### src/rtl/seg_scan_display_pkg.sv
// Shared definitions for the multiplexed seven-segment display: segment
// patterns, special nibble codes, the registered output bundle and small helpers.
package seg_scan_display_pkg;

    // Segment order {a,b,c,d,e,f,g,dp}, active-high; dp is always 0 here.
    localparam logic [7:0] SEG_0     = 8'hFC;
    localparam logic [7:0] SEG_1     = 8'h60;
    localparam logic [7:0] SEG_2     = 8'hDA;
    localparam logic [7:0] SEG_3     = 8'hF2;
    localparam logic [7:0] SEG_4     = 8'h66;
    localparam logic [7:0] SEG_5     = 8'hB6;
    localparam logic [7:0] SEG_6     = 8'hBE;
    localparam logic [7:0] SEG_7     = 8'hE0;
    localparam logic [7:0] SEG_8     = 8'hFE;
    localparam logic [7:0] SEG_9     = 8'hF6;
    localparam logic [7:0] SEG_DASH  = 8'h02;
    localparam logic [7:0] SEG_BLANK = 8'h00;

    localparam logic [3:0] CODE_DASH  = 4'hA;
    localparam logic [3:0] CODE_BLANK = 4'hF;

    localparam int NUM_TUBES = 8;

    typedef logic [2:0] tube_idx_t;

    typedef struct packed {
        logic [7:0] digit1;
        logic [7:0] digit2;
        logic [7:0] tube_sel;
    } disp_out_t;

    function automatic logic [3:0] nibble_at(input logic [31:0] data, input tube_idx_t idx);
        return data[{idx, 2'b00} +: 4];
    endfunction

    function automatic logic [7:0] tube_onehot(input tube_idx_t idx);
        return 8'b0000_0001 << idx;
    endfunction

endpackage

### src/rtl/seg_scan_display_decode.sv
// Nibble to seven-segment pattern; codes B..F render blank.
// Latency: combinational. Backpressure: none.
// The decimal point is not handled here; the caller merges it.
module seg_decode
    import seg_scan_display_pkg::*;
(
    input  logic [3:0] nibble,
    output logic [6:0] segs
);

    always_comb begin
        segs = SEG_BLANK[7:1];
        case (nibble)
            4'h0:      segs = SEG_0[7:1];
            4'h1:      segs = SEG_1[7:1];
            4'h2:      segs = SEG_2[7:1];
            4'h3:      segs = SEG_3[7:1];
            4'h4:      segs = SEG_4[7:1];
            4'h5:      segs = SEG_5[7:1];
            4'h6:      segs = SEG_6[7:1];
            4'h7:      segs = SEG_7[7:1];
            4'h8:      segs = SEG_8[7:1];
            4'h9:      segs = SEG_9[7:1];
            CODE_DASH: segs = SEG_DASH[7:1];
            default:   segs = SEG_BLANK[7:1];
        endcase
    end

endmodule

### src/rtl/seg_scan_display.sv
// Eight-tube scanned seven-segment driver with frame-synchronous data snapshot and blink.
// Latency: outputs registered, one cycle after the tube index changes.
// Backpressure: none; free-running scan, enable only gates the outputs.
module seg_scan_display
    import seg_scan_display_pkg::*;
#(
    parameter int SCAN_DIV  = 100_000,
    parameter int BLINK_DIV = 50_000_000
) (
    input  logic        clk,
    input  logic        rst,
    input  logic        enable,
    input  logic [31:0] time_data,
    input  logic [7:0]  blink_mask,
    input  logic [7:0]  dp_mask,
    output logic [7:0]  digit1,
    output logic [7:0]  digit2,
    output logic [7:0]  tube_sel
);

    localparam int SW = (SCAN_DIV  > 1) ? $clog2(SCAN_DIV)  : 1;
    localparam int BW = (BLINK_DIV > 1) ? $clog2(BLINK_DIV) : 1;
    localparam logic [SW-1:0] SCAN_LAST  = SW'(SCAN_DIV - 1);
    localparam logic [BW-1:0] BLINK_LAST = BW'(BLINK_DIV - 1);

    logic [SW-1:0] scan_cnt;
    logic [BW-1:0] blink_cnt;
    tube_idx_t     idx;
    logic          blink_phase;
    logic [31:0]   snapshot;
    logic          load_pending;

    logic          scan_wrap;
    logic          frame_end;
    logic [31:0]   disp_data;
    logic [3:0]    cur_nibble;
    logic [6:0]    seg7;
    logic [7:0]    seg_byte;
    disp_out_t     disp_nxt;
    disp_out_t     disp_q;

    assign scan_wrap = (scan_cnt == SCAN_LAST);
    assign frame_end = scan_wrap && (idx == tube_idx_t'(NUM_TUBES - 1));

    always_ff @(posedge clk or posedge rst) begin
        if (rst) begin
            scan_cnt <= '0;
            idx      <= '0;
        end else if (scan_wrap) begin
            scan_cnt <= '0;
            idx      <= idx + 3'd1;
        end else begin
            scan_cnt <= scan_cnt + SW'(1);
        end
    end

    always_ff @(posedge clk or posedge rst) begin
        if (rst) begin
            blink_cnt   <= '0;
            blink_phase <= 1'b0;
        end else if (blink_cnt == BLINK_LAST) begin
            blink_cnt   <= '0;
            blink_phase <= ~blink_phase;
        end else begin
            blink_cnt   <= blink_cnt + BW'(1);
        end
    end

    // The frame-end load captures the value present on that very cycle.
    always_ff @(posedge clk or posedge rst) begin
        if (rst) begin
            snapshot     <= 32'hFFFF_FFFF;
            load_pending <= 1'b1;
        end else begin
            load_pending <= 1'b0;
            if (load_pending || frame_end) begin
                snapshot <= time_data;
            end
        end
    end

    // On the first cycle after reset the snapshot is still blank, so tube 0
    // reads the incoming data directly to show fresh digits immediately.
    assign disp_data  = load_pending ? time_data : snapshot;
    assign cur_nibble = nibble_at(disp_data, idx);

    seg_decode u_seg_decode (
        .nibble (cur_nibble),
        .segs   (seg7)
    );

    always_comb begin
        seg_byte = {seg7, dp_mask[idx]};
        if (blink_phase && blink_mask[idx]) begin
            seg_byte = SEG_BLANK;
        end
    end

    always_comb begin
        disp_nxt = '0;
        if (enable) begin
            disp_nxt.tube_sel = tube_onehot(idx);
            if (idx[2]) begin
                disp_nxt.digit1 = seg_byte;
            end else begin
                disp_nxt.digit2 = seg_byte;
            end
        end
    end

    always_ff @(posedge clk or posedge rst) begin
        if (rst) begin
            disp_q <= '0;
        end else begin
            disp_q <= disp_nxt;
        end
    end

    assign digit1   = disp_q.digit1;
    assign digit2   = disp_q.digit2;
    assign tube_sel = disp_q.tube_sel;

endmodule

### config.mk
export PLATFORM = sky130hd
export DESIGN_NAME = seg_scan_display
export DESIGN_NICKNAME = d
export VERILOG_FILES = /design/src/rtl/seg_scan_display_pkg.sv /design/src/rtl/seg_scan_display_decode.sv /design/src/rtl/seg_scan_display.sv
export SDC_FILE = /design/constraint.sdc
export NUM_CORES = 1
export LEC_CHECK = 0
export BUFFER_PORTS_ARGS = -buffer_cell sky130_fd_sc_hd__buf_4
export CORE_ASPECT_RATIO = 0.8
export CORE_MARGIN = 10
export CORE_UTILIZATION = 35
export DETAILED_ROUTE_END_ITERATION = 10
export SLEW_MARGIN = 15
export SYNTH_ARGS = -nofsm -noshare
export SYNTH_HDL_FRONTEND = slang
export SYNTH_HIERARCHICAL = 1
export SYNTH_SLANG_ARGS = --single-unit
### constraint.sdc
create_clock -name clk -period 3.9 [get_ports clk]
set_input_delay 0.78 -clock clk [delete_from_list [all_inputs] [get_ports clk]]
set_output_delay 0.78 -clock clk [all_outputs]
set_load 0.005 [all_outputs]
# After elaboration in Yosys (flattened, before gate mapping)
# Memories as Yosys holds them, arrays and structs flattened.
# Index checks and enable logic that the tools add are counted.
[word_totals] regBits=104 inputBits=51 latchBits=0 output_inout_bits=24 mem_count=1 romBits=112 ram_bits=0
[mem_list] name="(no name shown)" depth=16 word_bits=7 read_ports=1 rd_ports_with_merged_regs=0 wr=0 line_no="seg_scan_display_decode.sv:13" rtl="case (nibble)"
[op_classes] shifts=2 bitwise=1 n_mul=0 addsub=3 div_mod_pow=0 n_mux=11 order_cmp=1 n_eq_ne=3 n_reduce_logical=3
[ops] operator="32-bit 2-to-1 mux" n=1
[ops] operator="32-bit by 6-bit indexed part select with 4-bit output" n=1
[ops] operator="26-bit by 1-bit adder with 26-bit output (second input constant)" n=1
[ops] operator="26-bit equality test (second input constant)" n=1
[ops] operator="26-bit 2-to-1 mux" n=1
[ops] operator="24-bit 2-to-1 mux" n=1
[ops] operator="8-bit 2-to-1 mux" n=3
[ops] operator="17-bit by 1-bit adder with 17-bit output (second input constant)" n=1
[ops] operator="17-bit equality test (second input constant)" n=1
[ops] operator="17-bit 2-to-1 mux" n=1
[ops] operator="1-bit by 3-bit left shift with 8-bit output (first input constant)" n=1
[ops] operator="1-bit binary-select mux with 3-bit select" n=2
[ops] operator="3-bit by 4-bit less-than comparator with 1-bit output (second input constant)" n=1
[ops] operator="3-bit by 1-bit adder with 3-bit output (second input constant)" n=1
[ops] operator="3-bit equality test (second input constant)" n=1
[ops] operator="1-bit logical AND" n=2
[ops] operator="1-bit 2-to-1 mux" n=2
[ops] operator="1-bit logical OR" n=1
[ops] operator="1-bit NOT" n=1

# Logic depth before layout (Yosys ltp)
[depth] depth_word=6 depth_mapped=10 mapped_depth_nobuf=8

# Modules after synthesis
# The synthesis kept the hierarchy.
[by_module_without_submodules] mod="seg_scan_display" area_each_um2=5046.1 n_inst=1 seq_area_each_um2=2643.8 cells_each=373
[by_module_without_submodules] mod="seg_decode" area_each_um2=215.2 n_inst=1 seq_area_each_um2=0.0 cells_each=29

# Worst setup path after synthesis
# Ideal clock, no wire load.
[synth_timing] path_type="reg-to-reg" from="register load_pending" to="register disp_q (netlist bit digit2[4])" path_slack_ns=0.983 arrival_ns=2.798 path_stages_with_launch=11 path_cell_list="dfstp_2 buf_2 buf_2 mux4_2 mux4_2 inv_1 ha_1 nor2_1 a21oi_2 o22ai_1 and2_1"
[synth_lines] element="start: declaration" line_no="seg_scan_display.sv:31" rtl="logic load_pending;"
[synth_lines] element="start signal: assignment" line_no="seg_scan_display.sv:73" rtl="load_pending <= 1'b1;"
[synth_lines] element="start signal: assignment" line_no="seg_scan_display.sv:75" rtl="load_pending <= 1'b0;"
[synth_lines] element="end signal: assignment" line_no="seg_scan_display.sv:115" rtl="disp_q <= disp_nxt;"
[synth_lines] element="end: declaration" line_no="seg_scan_display.sv:40" rtl="disp_out_t disp_q;"

==> impl_metrics.tcl <==
set metrics [dict create \
    clock_latency_ns 0.35 \
    vias 3442 \
    finalCritPeriodShare_pct 76.90 \
    seq_power_share_pct 50.4 \
    drv_slew 0 \
    yosys.area.top_type "dfrtp_1" \
    clk_path_buf_depth 2 \
    fp.dieH_um 129.7 \
    startpoint_type "register" \
    r2r_slack_ns 0.90 \
    ios 75 \
    synth_edf_count 0 \
    crit_path_end_kind "register" \
    post_drt_wl_per_cell_um 18.00 \
    dieArea_um2 20370 \
    synth-main-ff-cell "dfrtp_1" \
    portBuffers 74 \
    start_util_pct 36.30 \
    whs_ns 0.4805 \
    fin_area_um2 6279 \
    grt_pass1_vias 3515 \
    h-tree-depth 3 \
    synth_top_area_share_pct 33.77 \
    dr.pass1.iters 5 \
    comb_power_share_pct 10.8 \
    grt_pass1_wl_um 19180 \
    synthSimpleGateAreaFrac_pct 14.34 \
    tritoncts "done" \
    syn_nets 467 \
    yosys-top-cells-area "dfrtp_1 (34%), dfstp_2 (16%), mux4_2 (10%)" \
    area_growth_pct 19.33 \
    avgViaCountPerCell 5.192 \
    synthAdderAreaFrac_pct 3.329 \
    setup_viol 0 \
    antennaDiodeCount 0 \
    grt_max_degree 88 \
    power_w 0.002327 \
    cp_data_arrival_time_ns 3.24 \
    synth.most_common_cell "dfrtp_1" \
    gr-usage-all-layers_pct 12.01 \
    worst_pin_slew_ns 0.7794 \
    remaining_drc_errors 0 \
    max_cap_violations 0 \
    syn_inst 402 \
    reg2reg_to "digit1[7]$_DFF_PP0_" \
    drive_gt1_share_pct 39.46 \
    synth_xor_area_share_pct 4.994 \
    netSwitchingPower_w 0.0005190 \
    hold_start "blink_cnt[4]$_DFF_PP0_" \
    hold_viol 0 \
    fin_skew_ns 0.009913 \
    switching_share_pct 22.30 \
    fin_nets 539 \
    reg2reg_from "load_pending$_DFF_PP1_" \
    crit_type "register to register" \
    hold_class "register to register" \
    path_max_fanout 17 \
    rr_worst_depth 8 \
    internal_power_w 0.001808 \
    ys_types 49 \
    root_buffer "clkbuf_16" \
    synth_async_sr_flop_share_pct 100.0 \
    rows 39 \
    rsz0062_at_grt "no" \
    ys_warn_count 6 \
    core-area_um2 14490 \
    antenna_found_initial 0 \
    total_leakage_power_nw 2.809 \
    hold_depth 1 \
    max_freq_mhz 333.4 \
    powerDensity_nw_per_um2 370.7 \
    dp_hpwl_um 8646 \
    wirelength_um 11940 \
    finalCriticalPeriod_ns 2.999 \
    synth_seq_cells 104 \
    outcome "finished clean" \
    tns_ns 0 \
    min_to "blink_cnt[4]$_DFF_PP0_" \
    syn_area_per_cell_um2 13.09 \
    hold_buffers 0 \
    synth_seq_area_share_pct 50.25 \
    synth-compound-area-share_pct 4.495 \
    slew_headroom_pct 47.57 \
    gp_congestion 0.7929 \
    synth_commonest_cells "dfrtp_1 (71), dfstp_2 (33), mux2_4 (30)" \
    syn_area_um2 5261 \
    drtAntennaViolNets 0 \
    die_width_um 157.1 \
    dpl_cell_area_um2 5986 \
    synth_top_family_by_area "multiplexers" \
    drt_iter0_markers 247 \
    grt_overflow 0 \
    clkSinkCount 104 \
    pwr-share-clk_pct 38.8 \
    cts.reportedPaths.clkPinSlew_ns 0.07 \
    synth_mux_area_share_pct 19.64 \
    post_cts_buffers 0 \
    cts_resized 0 \
    numCtsBuffers 9 \
    crit_required_ns 4.14 \
    ir_drop_v 0.0002200 \
]
-- flip-flops by register name, indices dropped and copies added, names as in the netlist --
| register | flops |
|---|---|
| blink_cnt | 26 |
| blink_phase | 1 |
| digit1 | 8 |
| digit2 | 8 |
| idx | 3 |
| load_pending | 1 |
| scan_cnt | 17 |
| snapshot | 32 |
| tube_sel | 8 |
-- kinds of logic (layout without fill, tap and decap cells) --
logic type / Yosys count / after routing
fa+ha+maj: 14 / 14
other cells: 1 / 1
buf+inv: 29 / 106
flops: 104 / 104
xor+xnor: 30 / 30
simple gates: 129 / 129
compound gates: 37 / 37
mux: 58 / 58
-- placed cells by master, fill, tap and decap left out, types with 3 or more instances in the layout --
| cell | netlist | final |
|---|---|---|
| a21oi_1 | 11 | 11 |
| and2_1 | 23 | 23 |
| and3_1 | 7 | 7 |
| and4_1 | 5 | 5 |
| buf_4 | 0 | 77 |
| clkbuf_16 | 0 | 9 |
| dfrtp_1 | 71 | 71 |
| dfstp_2 | 33 | 33 |
| ha_1 | 14 | 14 |
| inv_1 | 11 | 10 |
| mux2_4 | 30 | 30 |
| mux4_2 | 24 | 24 |
| nand2_1 | 17 | 17 |
| nand3_1 | 17 | 17 |
| nand4_1 | 11 | 11 |
| nor2_1 | 18 | 18 |
| nor3_1 | 5 | 5 |
| nor4_1 | 3 | 3 |
| o21ai_0 | 8 | 8 |
| o22ai_1 | 5 | 5 |
| o31ai_1 | 6 | 6 |
| or3_1 | 5 | 5 |
| or4_1 | 5 | 5 |
| xnor2_1 | 13 | 13 |
| xor2_1 | 17 | 17 |
-- power by group through the flow --
stage	clock [W]	sequential, W	combinational [W]
4_1_cts	0.000930	0.00117	0.000255
3_3_place_gp	0	0.00119	0.000248
6_report	0.000903	0.00117	0.000251
2_1_floorplan	0	0.00118	0.000169
5_1_grt	0.000977	0.00118	0.000273
3_5_place_dp	0	0.00119	0.000254
-- worst max path at each step --
stage	from	to	slack, ns	cells past startpoint
3_5_place_dp	load_pending$_DFF_PP1_	digit1[7]$_DFF_PP0_	0.89	8
2_1_floorplan	rst	blink_cnt[0]$_DFF_PP0_	0.44	1
6_report	load_pending$_DFF_PP1_	digit1[7]$_DFF_PP0_	0.90	8
4_1_cts	load_pending$_DFF_PP1_	digit1[7]$_DFF_PP0_	0.87	8
5_1_grt	load_pending$_DFF_PP1_	digit1[6]$_DFF_PP0_	0.69	6
3_3_place_gp	load_pending$_DFF_PP1_	digit2[7]$_DFF_PP0_	0.97	8
-- cell type report --
class                   instances  area, um2
fillers                      1338       8214
flip-flops and latches        104       2644
multi-input cells             269       2466
repair buffers                 78      598.1
clock buffers                  12      246.5
well taps                     184      230.2
inverters                      12      50.05
clock inverters                 4      43.79
-- routing by layer --
layer | routed length (um) | up-vias | global-route usage [%]
met4 | 162 | 0 | 3.513
li1 | - | 1599 | -
met3 | 719 | 10 | 4.398
met5 | 0 | - | 0
met2 | 5456 | 76 | 18.45
met1 | 5598 | 1757 | 15.62
-- metrics by stage --
| step | setup slack [ns] | util (%) | std cells |
|---|---|---|---|
| 2_1_floorplan | 0.4424 | - | 402 |
| 3_3_place_gp | 0.9689 | 41.30 | 647 |
| 3_5_place_dp | 0.8886 | 41.30 | 647 |
| 4_1_cts | 0.8719 | 43.30 | 663 |
| 5_1_grt | 0.6921 | 43.32 | 663 |
| 6_report | 0.9010 | 43.32 | 663 |
-- critical path, cell delays in order (launching register included) --
cell and delay (ns):
dfstp_2 0.92, mux4_2 0.59, mux4_2 0.56, inv_1 0.19, ha_1 0.18, nor2_1 0.05, a21oi_2 0.13, o22ai_1 0.11
and2_1 0.15
Note: power is estimated with default switching activity, not from simulation.
